### src/rtl/pipe_pkg.sv
// Shared types and stage-boundary widths for the elastic pipeline register stages.
package pipe_pkg;

  localparam int unsigned PIPE_OCC_W = 2;

  typedef logic [PIPE_OCC_W-1:0] pipe_state_t;

  localparam pipe_state_t PS_EMPTY = 2'd0;
  localparam pipe_state_t PS_BUSY  = 2'd1;
  localparam pipe_state_t PS_FULL  = 2'd2;

  // Payload widths for each processor stage boundary
  localparam int unsigned IF_ID_DATA_W  = 16;
  localparam int unsigned IF_ID_CTRL_W  = 12;
  localparam int unsigned ID_EX_DATA_W  = 48;
  localparam int unsigned ID_EX_CTRL_W  = 12;
  localparam int unsigned EX_MEM_DATA_W = 32;
  localparam int unsigned EX_MEM_CTRL_W = 6;
  localparam int unsigned MEM_WB_DATA_W = 32;
  localparam int unsigned MEM_WB_CTRL_W = 3;

endpackage

### src/rtl/pipe_entry_reg.sv
// One valid+data+ctrl holding register; clear wins over load and zeroes the payload.
module pipe_entry_reg #(
  parameter int unsigned DATA_W = 16,
  parameter int unsigned CTRL_W = 12
) (
  input  logic              clk,
  input  logic              rst,
  input  logic              load,
  input  logic              clear,
  input  logic [DATA_W-1:0] d_data,
  input  logic [CTRL_W-1:0] d_ctrl,
  output logic              valid,
  output logic [DATA_W-1:0] data,
  output logic [CTRL_W-1:0] ctrl
);

  always_ff @(posedge clk or posedge rst) begin
    if (rst) begin
      valid <= 1'b0;
      data  <= '0;
      ctrl  <= '0;
    end else if (clear) begin
      valid <= 1'b0;
      data  <= '0;
      ctrl  <= '0;
    end else if (load) begin
      valid <= 1'b1;
      data  <= d_data;
      ctrl  <= d_ctrl;
    end
  end

endmodule

### src/rtl/elastic_pipe_stage.sv
// Elastic valid/ready pipeline stage with a 2-entry skid buffer, stall and flush.
// Optional statistics counters are built when ELASTIC_PIPE_STATS_EN is defined.
module elastic_pipe_stage
  import pipe_pkg::*;
#(
  parameter int unsigned DATA_W = IF_ID_DATA_W,
  parameter int unsigned CTRL_W = IF_ID_CTRL_W,
  parameter int unsigned STAT_W = 16
) (
  input  logic                  clk,
  input  logic                  rst,
  input  logic                  in_valid,
  output logic                  in_ready,
  input  logic [DATA_W-1:0]     in_data,
  input  logic [CTRL_W-1:0]     in_ctrl,
  input  logic                  stall,
  input  logic                  flush,
  output logic                  out_valid,
  input  logic                  out_ready,
  output logic [DATA_W-1:0]     out_data,
  output logic [CTRL_W-1:0]     out_ctrl,
  output logic [PIPE_OCC_W-1:0] occupancy
`ifdef ELASTIC_PIPE_STATS_EN
  ,
  output logic [STAT_W-1:0]     stall_cnt,
  output logic [STAT_W-1:0]     flush_cnt,
  output logic [STAT_W-1:0]     xfer_cnt
`endif
);

  if (STAT_W < 1) begin : g_bad_stat_w
    $error("STAT_W must be at least 1");
  end

  pipe_state_t state, state_nxt;

  logic              main_valid, skid_valid;
  logic [DATA_W-1:0] main_data, skid_data, main_d_data;
  logic [CTRL_W-1:0] main_ctrl, skid_ctrl, main_d_ctrl;
  logic              main_load, main_clr, main_from_skid;
  logic              skid_load, skid_clr;
  logic              in_fire, out_fire;

  // Handshake depends only on held state, stall and flush, never on out_ready
  assign in_ready  = !skid_valid && !stall;
  assign out_valid = main_valid && !stall && !flush;
  assign in_fire   = in_valid && in_ready;
  assign out_fire  = out_valid && out_ready;

  assign out_data  = main_data;
  assign out_ctrl  = main_ctrl;
  assign occupancy = PIPE_OCC_W'(state);

  assign main_d_data = main_from_skid ? skid_data : in_data;
  assign main_d_ctrl = main_from_skid ? skid_ctrl : in_ctrl;

  always_ff @(posedge clk or posedge rst) begin
    if (rst) state <= PS_EMPTY;
    else     state <= state_nxt;
  end

  // Next state and entry-register controls; flush overrides the handshake
  always_comb begin
    state_nxt      = state;
    main_load      = 1'b0;
    main_clr       = 1'b0;
    main_from_skid = 1'b0;
    skid_load      = 1'b0;
    skid_clr       = 1'b0;
    if (flush) begin
      state_nxt = PS_EMPTY;
      main_clr  = 1'b1;
      skid_clr  = 1'b1;
    end else begin
      case (state)
        PS_EMPTY: begin
          if (in_fire) begin
            state_nxt = PS_BUSY;
            main_load = 1'b1;
          end
        end
        PS_BUSY: begin
          if (in_fire && out_fire) begin
            main_load = 1'b1;
          end else if (in_fire) begin
            state_nxt = PS_FULL;
            skid_load = 1'b1;
          end else if (out_fire) begin
            state_nxt = PS_EMPTY;
            main_clr  = 1'b1;
          end
        end
        PS_FULL: begin
          if (out_fire) begin
            state_nxt      = PS_BUSY;
            main_load      = 1'b1;
            main_from_skid = 1'b1;
            skid_clr       = 1'b1;
          end
        end
        default: begin
          state_nxt = PS_EMPTY;
          main_clr  = 1'b1;
          skid_clr  = 1'b1;
        end
      endcase
    end
  end

  pipe_entry_reg #(.DATA_W(DATA_W), .CTRL_W(CTRL_W)) u_main (
    .clk    (clk),
    .rst    (rst),
    .load   (main_load),
    .clear  (main_clr),
    .d_data (main_d_data),
    .d_ctrl (main_d_ctrl),
    .valid  (main_valid),
    .data   (main_data),
    .ctrl   (main_ctrl)
  );

  pipe_entry_reg #(.DATA_W(DATA_W), .CTRL_W(CTRL_W)) u_skid (
    .clk    (clk),
    .rst    (rst),
    .load   (skid_load),
    .clear  (skid_clr),
    .d_data (in_data),
    .d_ctrl (in_ctrl),
    .valid  (skid_valid),
    .data   (skid_data),
    .ctrl   (skid_ctrl)
  );

`ifdef ELASTIC_PIPE_STATS_EN
  // Saturating event counters; only rst clears them
  always_ff @(posedge clk or posedge rst) begin
    if (rst) begin
      stall_cnt <= '0;
      flush_cnt <= '0;
      xfer_cnt  <= '0;
    end else begin
      if (stall && (state != PS_EMPTY) && (stall_cnt != '1))
        stall_cnt <= stall_cnt + STAT_W'(1);
      if (flush && (state != PS_EMPTY) && (flush_cnt != '1))
        flush_cnt <= flush_cnt + STAT_W'(1);
      if (out_fire && (xfer_cnt != '1))
        xfer_cnt <= xfer_cnt + STAT_W'(1);
    end
  end
`endif

endmodule

### config.mk
export PLATFORM = sky130hd
export DESIGN_NAME = elastic_pipe_stage
export DESIGN_NICKNAME = d
export VERILOG_FILES = /design/src/rtl/pipe_pkg.sv /design/src/rtl/pipe_entry_reg.sv /design/src/rtl/elastic_pipe_stage.sv
export SDC_FILE = /design/constraint.sdc
export NUM_CORES = 1
export LEC_CHECK = 0
export CAP_MARGIN = 15
export CELL_PAD_IN_SITES_DETAIL_PLACEMENT = 1
export CELL_PAD_IN_SITES_GLOBAL_PLACEMENT = 1
export CORE_MARGIN = 3
export CORE_UTILIZATION = 35
export DETAILED_ROUTE_END_ITERATION = 7
export HOLD_SLACK_MARGIN = 0.15
export PLACE_DENSITY = 0.81
export SYNTH_ARGS = -nofsm -noshare
export SYNTH_HDL_FRONTEND = slang
export SYNTH_HIERARCHICAL = 1
export SYNTH_SLANG_ARGS = --single-unit
export TNS_END_PERCENT = 50
### constraint.sdc
create_clock -name clk -period 4.5 [get_ports clk]
set_input_delay 0.9 -clock clk [delete_from_list [all_inputs] [get_ports clk]]
set_output_delay 0.9 -clock clk [all_outputs]
set_load 0.005 [all_outputs]
==> results of run 1 <==
[routing by layer]
metal	wire, um	track usage (%)
met5	0	0
met4	57	4.73
met3	334	4.03
met2	3310	24.8
met1	3260	20.5
[cells by family (layout without fill, tap and decap cells)]
logic type	count (synthesis)	in the layout	share of synthesized area, %
flip-flops	60	60	49.8
AO/OA/AOI/OAI	4	4	0.872
XOR/XNOR	1	1	0.291
AND/OR/NAND/NOR	80	80	11.8
multiplexers	84	84	32.5
buffers and inverters	18	91	4.65
[placed cells by master, fill, tap and decap left out]
master                            instances
sky130_fd_sc_hd__mux2i_1                 56
sky130_fd_sc_hd__nor3b_1                  2
sky130_fd_sc_hd__clkdlybuf4s50_1         65
sky130_fd_sc_hd__inv_1                    3
sky130_fd_sc_hd__nor3_2                   1
sky130_fd_sc_hd__bufinv_16                1
sky130_fd_sc_hd__mux2_4                  28
sky130_fd_sc_hd__nor2b_1                  1
sky130_fd_sc_hd__nand3_1                  1
sky130_fd_sc_hd__nand3_2                  1
sky130_fd_sc_hd__clkinv_2                 2
sky130_fd_sc_hd__xnor2_1                  1
sky130_fd_sc_hd__and2b_2                  1
sky130_fd_sc_hd__buf_4                    7
sky130_fd_sc_hd__o21ai_0                  1
sky130_fd_sc_hd__a21oi_1                  1
sky130_fd_sc_hd__or3b_1                   1
sky130_fd_sc_hd__dfrtp_1                 60
sky130_fd_sc_hd__or4_1                    1
sky130_fd_sc_hd__and3b_1                  1
sky130_fd_sc_hd__clkinv_4                 1
sky130_fd_sc_hd__nand3b_4                 1
sky130_fd_sc_hd__o41ai_1                  1
sky130_fd_sc_hd__clkbuf_8                10
sky130_fd_sc_hd__nand2b_1                 3
sky130_fd_sc_hd__clkinvlp_4               2
sky130_fd_sc_hd__nand2_1                  4
sky130_fd_sc_hd__a211oi_1                 1
sky130_fd_sc_hd__nor2_1                  62
[worst min-delay path by stage]
stage	endpoint	slack [ns]	depth (start not counted)
after floorplan	u_skid/ctrl[0]	0.49	2
after global placement	u_skid/ctrl[8]	0.50	2
after detailed placement	u_skid/data[6]	0.51	2
after CTS	u_skid/data[6]	0.53	2
after global routing	u_skid/data[6]	0.55	2
final	u_skid/ctrl[7]	0.53	2
[worst max-delay path: stages]
cell and delay [ns]:
sky130_fd_sc_hd__clkdlybuf4s50_1 0.55, sky130_fd_sc_hd__nor3b_1 0.35, sky130_fd_sc_hd__clkdlybuf4s50_1 0.56
[power by group]
group	leakage (nW)	switching (mW)	total (mW)	internal, mW
registers	0.831	0.00988	0.562	0.552
clock network	0.0983	0.220	0.489	0.269
logic	0.872	0.0600	0.142	0.0818
[registers in the layout (all words and copies together), names as in the netlist]
| signal | flops |
|---|---|
| u_skid/data | 16 |
| u_skid/ctrl | 12 |
| u_skid/valid | 1 |
| u_main/ctrl | 12 |
| u_main/valid | 1 |
| occupancy | 2 |
| u_main/data | 16 |
[layout make-up]
cell class / count / share of cell area [%]
clock inverters: 6 / 1.62
clock buffers: 10 / 3.50
well taps: 105 / 3.34
inverters: 3 / 0.286
multi-input cells: 169 / 35.2
flip-flops and latches: 60 / 38.2
repair buffers: 72 / 17.9
[metrics by stage]
| stage | setup slack, ns | hold WS [ns] |
|---|---|---|
| final | 1.23 | 0.526 |
| after global routing | 1.15 | 0.549 |
| after CTS | 1.23 | 0.529 |
| after detailed placement | 0.956 | 0.511 |
| after global placement | 1.06 | 0.502 |
| after floorplan | 2.03 | 0.486 |
==> results.cfg, run 1 <==
[global_routing]
grt_antenna_before_repair = 0
globalRouteOverflowTotal = 0
grt_pass1_vias = 2300
track_usage_pct = 15.4
grt_pass1_wl_um = 11800
grt_start_max_net_pins = 30

[setup_path]
data_required_time_at_the_worst_endpoint_ns = 3.60
rr_endpoint = u_skid/ctrl[11]
setup.worst_path.end = out_valid
rr_startpoint = u_skid/valid
path_max_fanout = 8
worst_setup_path_start_kind = input pin
crit_path_end_kind = output port
crit_type = input pin to output port
r2r_setup_slack_ns = 2.04
startpoint = flush
arrival_ns = 2.37
timing.reg2reg.worst_path_depth = 7

[hold_path]
min_path_type = flop to flop
timing.hold.worst.start = u_skid/ctrl[7]

[detailed_routing]
route.vias.total = 2050
tritonroute_pass_1_iters = 4
routed_via_density = 4.82
drc = 0
first_iter_violations = 57
drt-wirelength-per-cell_um = 16.4
antenna_violating_nets_post_route = 0
drt-total-wl_um = 6960

[yosys]
ys_dominant_reg_cell = sky130_fd_sc_hd__dfrtp_1
synth_top_cell_area_share_pct = 49.8
netlist.top_cell.by_area = sky130_fd_sc_hd__dfrtp_1
post_synth_instance_area_um2 = 3010
synth_top_cells_by_count = 62 x sky130_fd_sc_hd__nor2_1, 60 x sky130_fd_sc_hd__dfrtp_1, 56 x sky130_fd_sc_hd__mux2i_1, 28 x sky130_fd_sc_hd__mux2_4, 5 x sky130_fd_sc_hd__buf_6
synthesis.instances = 247
synth_cell_types = 26
async_flop_share_pct = 100
yosys_warnings = 6
synth_area_leaders = sky130_fd_sc_hd__dfrtp_1 50%, sky130_fd_sc_hd__mux2i_1 19%, sky130_fd_sc_hd__mux2_4 14%
postSynthRegisterBits = 60
library_cell_with_the_highest_instance_count_after_synthesis = sky130_fd_sc_hd__nor2_1
syn_nets = 281
synth_enable_flop_cells = 0
mean_syn_cell_area_um2 = 12.2
synth.yosys.seq_area_share_pct = 49.8

[sta]
finalWorstPathRequiredPeriod_ns = 3.27
maxSlewViolCount = 0
final_tns_setup_ns = 0
timing.slew.headroom_pct = 30.0
rsz0062_at_grt = no
post-route-period-util_pct = 72.8
fmaxAchievable_mhz = 305
skew_ns = 0.00959
max_slew.worst_pin.slew_ns = 1.05
setup_viol = 0
timing.final.hold_violations = 0

[floorplanning]
ios = 66
die_width_um = 98.8
core_ar_um2 = 8300
die-area_um2 = 9760
rows = 33
fp.dieH_um = 98.8
initial_utilization_pct = 36.3

[clocking]
insertion_delay_ns = 0.33
clock_tree_from_tritoncts = done
path_clk_slew_ns = 0.07
tritoncts.num_buffers = 9
ctsHtreeMaxLevel = 3
clkSinkCount = 60
max-clock-path-buffers = 2
post_cts_hold_buffers = 0
cts.repair_timing.setup_buffer_count = 0
cts_root_buffer = sky130_fd_sc_hd__clkbuf_8
post_cts_resize_count = 0

[cells_and_area]
utilization_pct = 47.4
final_layout_size_suffix_gt1_share_pct = 17.2
antenna_cells_inserted = 0
layout.nets = 349
multiInputGateArea_um2 = 1380
register_area_um2 = 1500
fillerInstances = 885
number_of_standard_cells_in_the_final_layout_excluding_fillers = 425
fin_area_um2 = 3930
area_growth_pct = 30.4

[power_and_ir_drop]
p_leak_nw = 1.80
vdd_drop_max_uv = 141
power-per-cell-area_nw_per_um2 = 303
power_mw = 1.19

[run_status]
run_status = finished, final reports clean

[placed_design]
numPlacedInstances = 409
place_area_um2 = 3730
buffer_ports.inserted = 65
finalWeightedCongestion = 0.715
place_hpwl_um = 4800

[run]
max_cap_viol_count = 0
Power figures use the tool's default switching activity.
==> inputs of run 2 (changes only) <==
- clock period: 4.5 -> 3.3 ns (I/O delays scaled with it)
==> results.cfg, run 2 (synthesis results as in run 1) <==
[sta]
finalWorstPathRequiredPeriod_ns = 2.76
max_slew.worst_pin.slew_ns = 0.644
timing.final.hold_violations = 0
setup_viol = 0
skew_ns = 0.00768
fin_hold_ws_ns = 0.526
final_tns_setup_ns = 0
timing.slew.headroom_pct = 57.1
maxSlewViolCount = 0
fmaxAchievable_mhz = 362
rsz0062_at_grt = no
post-route-period-util_pct = 83.6

[setup_path]
path_max_fanout = 8
cp.buffers_inverters = 2
levels_on_crit_path = 3
r2r_setup_slack_ns = 1.17
cpLargestDelayFamily = buffers and inverters
crit_chain = clkdlybuf4s50_1 > nor3b_1 > clkdlybuf4s50_1
crit_type = input pin to output port
timing.reg2reg.worst_path_depth = 6
cp_common_cell = sky130_fd_sc_hd__clkdlybuf4s50_1
crit_path_max_incr_delay_ns = 0.56
worst_setup_path_start_kind = input pin
arrival_ns = 2.10
startpoint = flush
data_required_time_at_the_worst_endpoint_ns = 2.64
rr_endpoint = u_main/ctrl[5]
rr_startpoint = u_skid/valid
crit_path_end_kind = output port
cpMaxStageDelayCell = sky130_fd_sc_hd__clkdlybuf4s50_1
setup.worst_path.end = out_valid

[detailed_routing]
drt-wirelength-per-cell_um = 16.2
route.vias.total = 2091
drt-total-wl_um = 6930
tritonroute_pass_1_iters = 4
first_iter_violations = 46
routed_via_density = 4.89
drc = 0
antenna_violating_nets_post_route = 0

[clocking]
tritoncts.num_buffers = 9
post_cts_hold_buffers = 0
post_cts_resize_count = 0
path_clk_slew_ns = 0.06
max-clock-path-buffers = 2
cts.repair_timing.setup_buffer_count = 0
insertion_delay_ns = 0.33
cts_root_buffer = sky130_fd_sc_hd__clkbuf_8
clock_tree_from_tritoncts = done
clkSinkCount = 60
ctsHtreeMaxLevel = 3

[global_routing]
globalRouteOverflowTotal = 0
grt_antenna_before_repair = 0
grt_start_max_net_pins = 30
grt_pass1_vias = 2307
grt_pass1_wl_um = 11700
track_usage_pct = 15.3

[power_and_ir_drop]
clkPwrFrac_pct = 42.7
vdd_drop_max_uv = 243
p_leak_nw = 1.83
power-per-cell-area_nw_per_um2 = 423
power.internal_mw = 1.31
p_switching_mw = 0.373
power_mw = 1.68
combinationalPowerShare_pct = 11.8
power.share.switching_pct = 22.2
sequentialPowerShare_pct = 45.5

[cells_and_area]
number_of_standard_cells_in_the_final_layout_excluding_fillers = 428
most_frequent_standard_cell_in_the_layout_excluding_fill_and_tap_cells = sky130_fd_sc_hd__clkdlybuf4s50_1
biggestRegsByFlops = u_main/data (16), u_skid/data (16)
fin_area_um2 = 3980
layout.nets = 352
area_growth_pct = 32.1
antenna_cells_inserted = 0
final_layout_size_suffix_gt1_share_pct = 17.6
most-common-layout-cells = 65 x sky130_fd_sc_hd__clkdlybuf4s50_1, 62 x sky130_fd_sc_hd__nor2_1, 60 x sky130_fd_sc_hd__dfrtp_1

[floorplanning]
core_ar_um2 = 8300
fp.dieH_um = 98.8
rows = 33
die_width_um = 98.8
die-area_um2 = 9760
initial_utilization_pct = 36.3
ios = 66

[run_status]
run_status = finished, final reports clean

[placed_design]
numPlacedInstances = 412
place_area_um2 = 3760
buffer_ports.inserted = 65
finalWeightedCongestion = 0.733
place_hpwl_um = 5060

[hold_path]
timing.hold.worst.start = u_main/data[2]
min_path_type = flop to flop

[run]
max_cap_viol_count = 0
[run 2: cell count changes in the layout (fill, tap and decap cells not counted)]
cell	previous run	this run
sky130_fd_sc_hd__buf_12	0	1
sky130_fd_sc_hd__buf_4	7	9
sky130_fd_sc_hd__bufinv_16	1	2
sky130_fd_sc_hd__clkbuf_1	0	1
sky130_fd_sc_hd__clkinv_2	2	3
sky130_fd_sc_hd__clkinv_4	1	0
sky130_fd_sc_hd__clkinvlp_4	2	0
[run 2: worst min-delay path, cell delays in order (launching register included)]
cell and delay, ns:
sky130_fd_sc_hd__dfrtp_1 0.34, sky130_fd_sc_hd__mux2i_1 0.07, sky130_fd_sc_hd__nor2_1 0.08
[run 2: cell type report]
type                    instances  area, um2
fillers                       873       4320
clock buffers                  11        141
multi-input cells             169       1380
flip-flops and latches         60       1500
inverters                       3       11.3
clock inverters                 5       75.1
well taps                     105        131
repair buffers                 75        738
[run 2: power by group through the flow]
stage               Sequential (mW)  Clock (mW)  Combinational [mW]
floorplan                     0.778           0              0.0997
global placement              0.779           0               0.195
detailed placement            0.780           0               0.202
CTS                           0.766       0.741               0.203
global route                  0.769       0.778               0.217
finish                        0.766       0.718               0.198
[run 2: through the flow]
stage,utilization [%],setup WS [ns]
3_3_place_gp,45.4,0.448
6_report,48.0,0.541
4_1_cts,48.0,0.533
3_5_place_dp,45.4,0.382
5_1_grt,48.0,0.425
2_1_floorplan,-,1.07
[run 2: metal layers]
metal  track usage (%)  part of all wire (%)
met3              4.10                   4.6
met1              19.6                    44
met4              5.15                   1.1
met5                 0                     0
met2              25.2                    50
[run 2: how the worst min path moves through the flow]
stage                                  to  slack, ns  cells past startpoint
after global routing         occupancy[1]       0.56                      2
final                      u_main/data[2]       0.53                      2
after detailed placement   u_skid/data[3]       0.52                      2
after CTS                  u_skid/data[3]       0.53                      2
after global placement    u_skid/data[13]       0.50                      2
after floorplan              occupancy[0]       0.40                      1
==> inputs of run 3 (changes only) <==
- clock period: 3.3 -> 2.8 ns (I/O delays scaled with it)
==> results.cfg, run 3 (synthesis results as in run 1) <==
[run_status]
run_status = finished, final reports clean

[cells_and_area]
register_area_um2 = 1500
most_frequent_standard_cell_in_the_layout_excluding_fill_and_tap_cells = sky130_fd_sc_hd__clkdlybuf4s50_1
area_growth_pct = 34.1
fin_area_um2 = 4040
final_layout_size_suffix_gt1_share_pct = 18.4
antenna_cells_inserted = 0
utilization_pct = 48.7
most-common-layout-cells = 65 x sky130_fd_sc_hd__clkdlybuf4s50_1, 62 x sky130_fd_sc_hd__nor2_1, 60 x sky130_fd_sc_hd__dfrtp_1
multiInputGateArea_um2 = 1380
layout.nets = 355
fillerInstances = 885
biggestRegsByFlops = u_main/data (16), u_skid/data (16)

[floorplanning]
ios = 66
core_ar_um2 = 8300
fp.dieH_um = 98.8
rows = 33
die_width_um = 98.8
die-area_um2 = 9760
initial_utilization_pct = 36.3

[clocking]
ctsHtreeMaxLevel = 3
clock_tree_from_tritoncts = done
insertion_delay_ns = 0.33
tritoncts.num_buffers = 9
max-clock-path-buffers = 2
cts.repair_timing.setup_buffer_count = 0
clkSinkCount = 60
cts_root_buffer = sky130_fd_sc_hd__clkbuf_8
post_cts_resize_count = 0
path_clk_slew_ns = 0.07
post_cts_hold_buffers = 0

[detailed_routing]
drt-wirelength-per-cell_um = 16.4
routed_via_density = 4.79
length_of_routed_wiring_on_met1_um = 3190
drt-total-wl_um = 7060
drc = 0
tritonroute_pass_1_iters = 4
first_iter_violations = 62
antenna_violating_nets_post_route = 0
top_layer_used = met4
met3_length_um = 279
route.vias.total = 2064
met2_wirelength_um = 3530

[setup_path]
rr_startpoint = u_skid/valid
crit_path_max_incr_delay_ns = 0.59
path_max_fanout = 8
crit_path_end_kind = output port
crit_type = input pin to output port
timing.reg2reg.worst_path_depth = 7
cp_common_cell = sky130_fd_sc_hd__clkdlybuf4s50_1
crit_chain = clkdlybuf4s50_1 > nor3b_1 > clkdlybuf4s50_1
arrival_ns = 2.03
rr_endpoint = u_skid/data[7]
worst_setup_path_start_kind = input pin
cpMaxStageDelayCell = sky130_fd_sc_hd__clkdlybuf4s50_1
data_required_time_at_the_worst_endpoint_ns = 2.24
r2r_setup_slack_ns = 0.76

[global_routing]
grt_pass1_wl_um = 11800
grt_pass1_vias = 2314
grt_start_max_net_pins = 30
globalRouteOverflowTotal = 0
track_usage_pct = 15.4
grt_antenna_before_repair = 0

[power_and_ir_drop]
power.share.switching_pct = 22.7
power-per-cell-area_nw_per_um2 = 495
p_leak_nw = 1.86
p_switching_mw = 0.453
clkPwrFrac_pct = 42.9
vdd_drop_max_uv = 248
power.internal_mw = 1.55
combinationalPowerShare_pct = 11.9
sequentialPowerShare_pct = 45.2

[sta]
skew_ns = 0.00799
setup_viol = 0
fin_hold_ws_ns = 0.445
rsz0062_at_grt = no
post-route-period-util_pct = 92.4
finalWorstPathRequiredPeriod_ns = 2.59
final_tns_setup_ns = 0
maxSlewViolCount = 0
max_slew.worst_pin.slew_ns = 0.567
fmaxAchievable_mhz = 386
timing.slew.headroom_pct = 62.2
timing.final.hold_violations = 0

[placed_design]
buffer_ports.inserted = 65
place_area_um2 = 3820
place_hpwl_um = 5230
finalWeightedCongestion = 0.776

[hold_path]
min_path_type = input pin to async pin

[run]
max_cap_viol_count = 0
-- run 3: cell types whose count changed in the layout (fill, tap and decap cells not counted), sizes merged --
cell	before	now
buf	10	13
-- run 3: power groups by stage --
stage / logic [mW] / clock network (mW) / registers (mW)
final: 0.238 / 0.859 / 0.903
after global routing: 0.261 / 0.924 / 0.906
after CTS: 0.244 / 0.878 / 0.904
after detailed placement: 0.243 / 0 / 0.920
after global placement: 0.235 / 0 / 0.918
after floorplan: 0.118 / 0 / 0.917
-- run 3: worst max-delay path by stage --
| stage | from | end | slack [ns] | depth (start not counted) |
|---|---|---|---|---|
| 2_1_floorplan | stall | u_main/ctrl[10] | 0.67 | 7 |
| 3_3_place_gp | stall | u_main/ctrl[1] | 0.18 | 7 |
| 3_5_place_dp | stall | u_skid/data[7] | 0.04 | 8 |
| 4_1_cts | flush | out_valid | 0.20 | 3 |
| 5_1_grt | flush | out_valid | 0.13 | 3 |
| 6_report | flush | out_valid | 0.21 | 3 |
-- run 3: through the flow --
step,std cells,setup slack (ns),power [mW]
finish,431,0.212,2.00
global route,431,0.127,2.09
CTS,431,0.196,2.03
detailed placement,415,0.0417,1.16
global placement,415,0.180,1.15
floorplan,247,0.669,1.03
-- run 3: layer usage --
layer	global-route usage [%]	up-vias
li1	-	982
met1	19.9	1031
met2	25.4	43
met3	3.75	8
met4	4.73	0
met5	0	-
-- run 3: critical path, delay by kind of cell --
kind                   cells  cell delay (ns)
buffers and inverters      2             1.14
AND/OR/NAND/NOR            1             0.33
-- run 3: area by class of cell --
class | count | share of cell area [%]
sequential | 60 | 37.2
multi-input combinational | 169 | 34.2
timing repair buffer | 78 | 19.8
clock buffer | 11 | 3.50
tap | 105 | 3.25
clock inverter | 5 | 1.86
inverter | 3 | 0.279
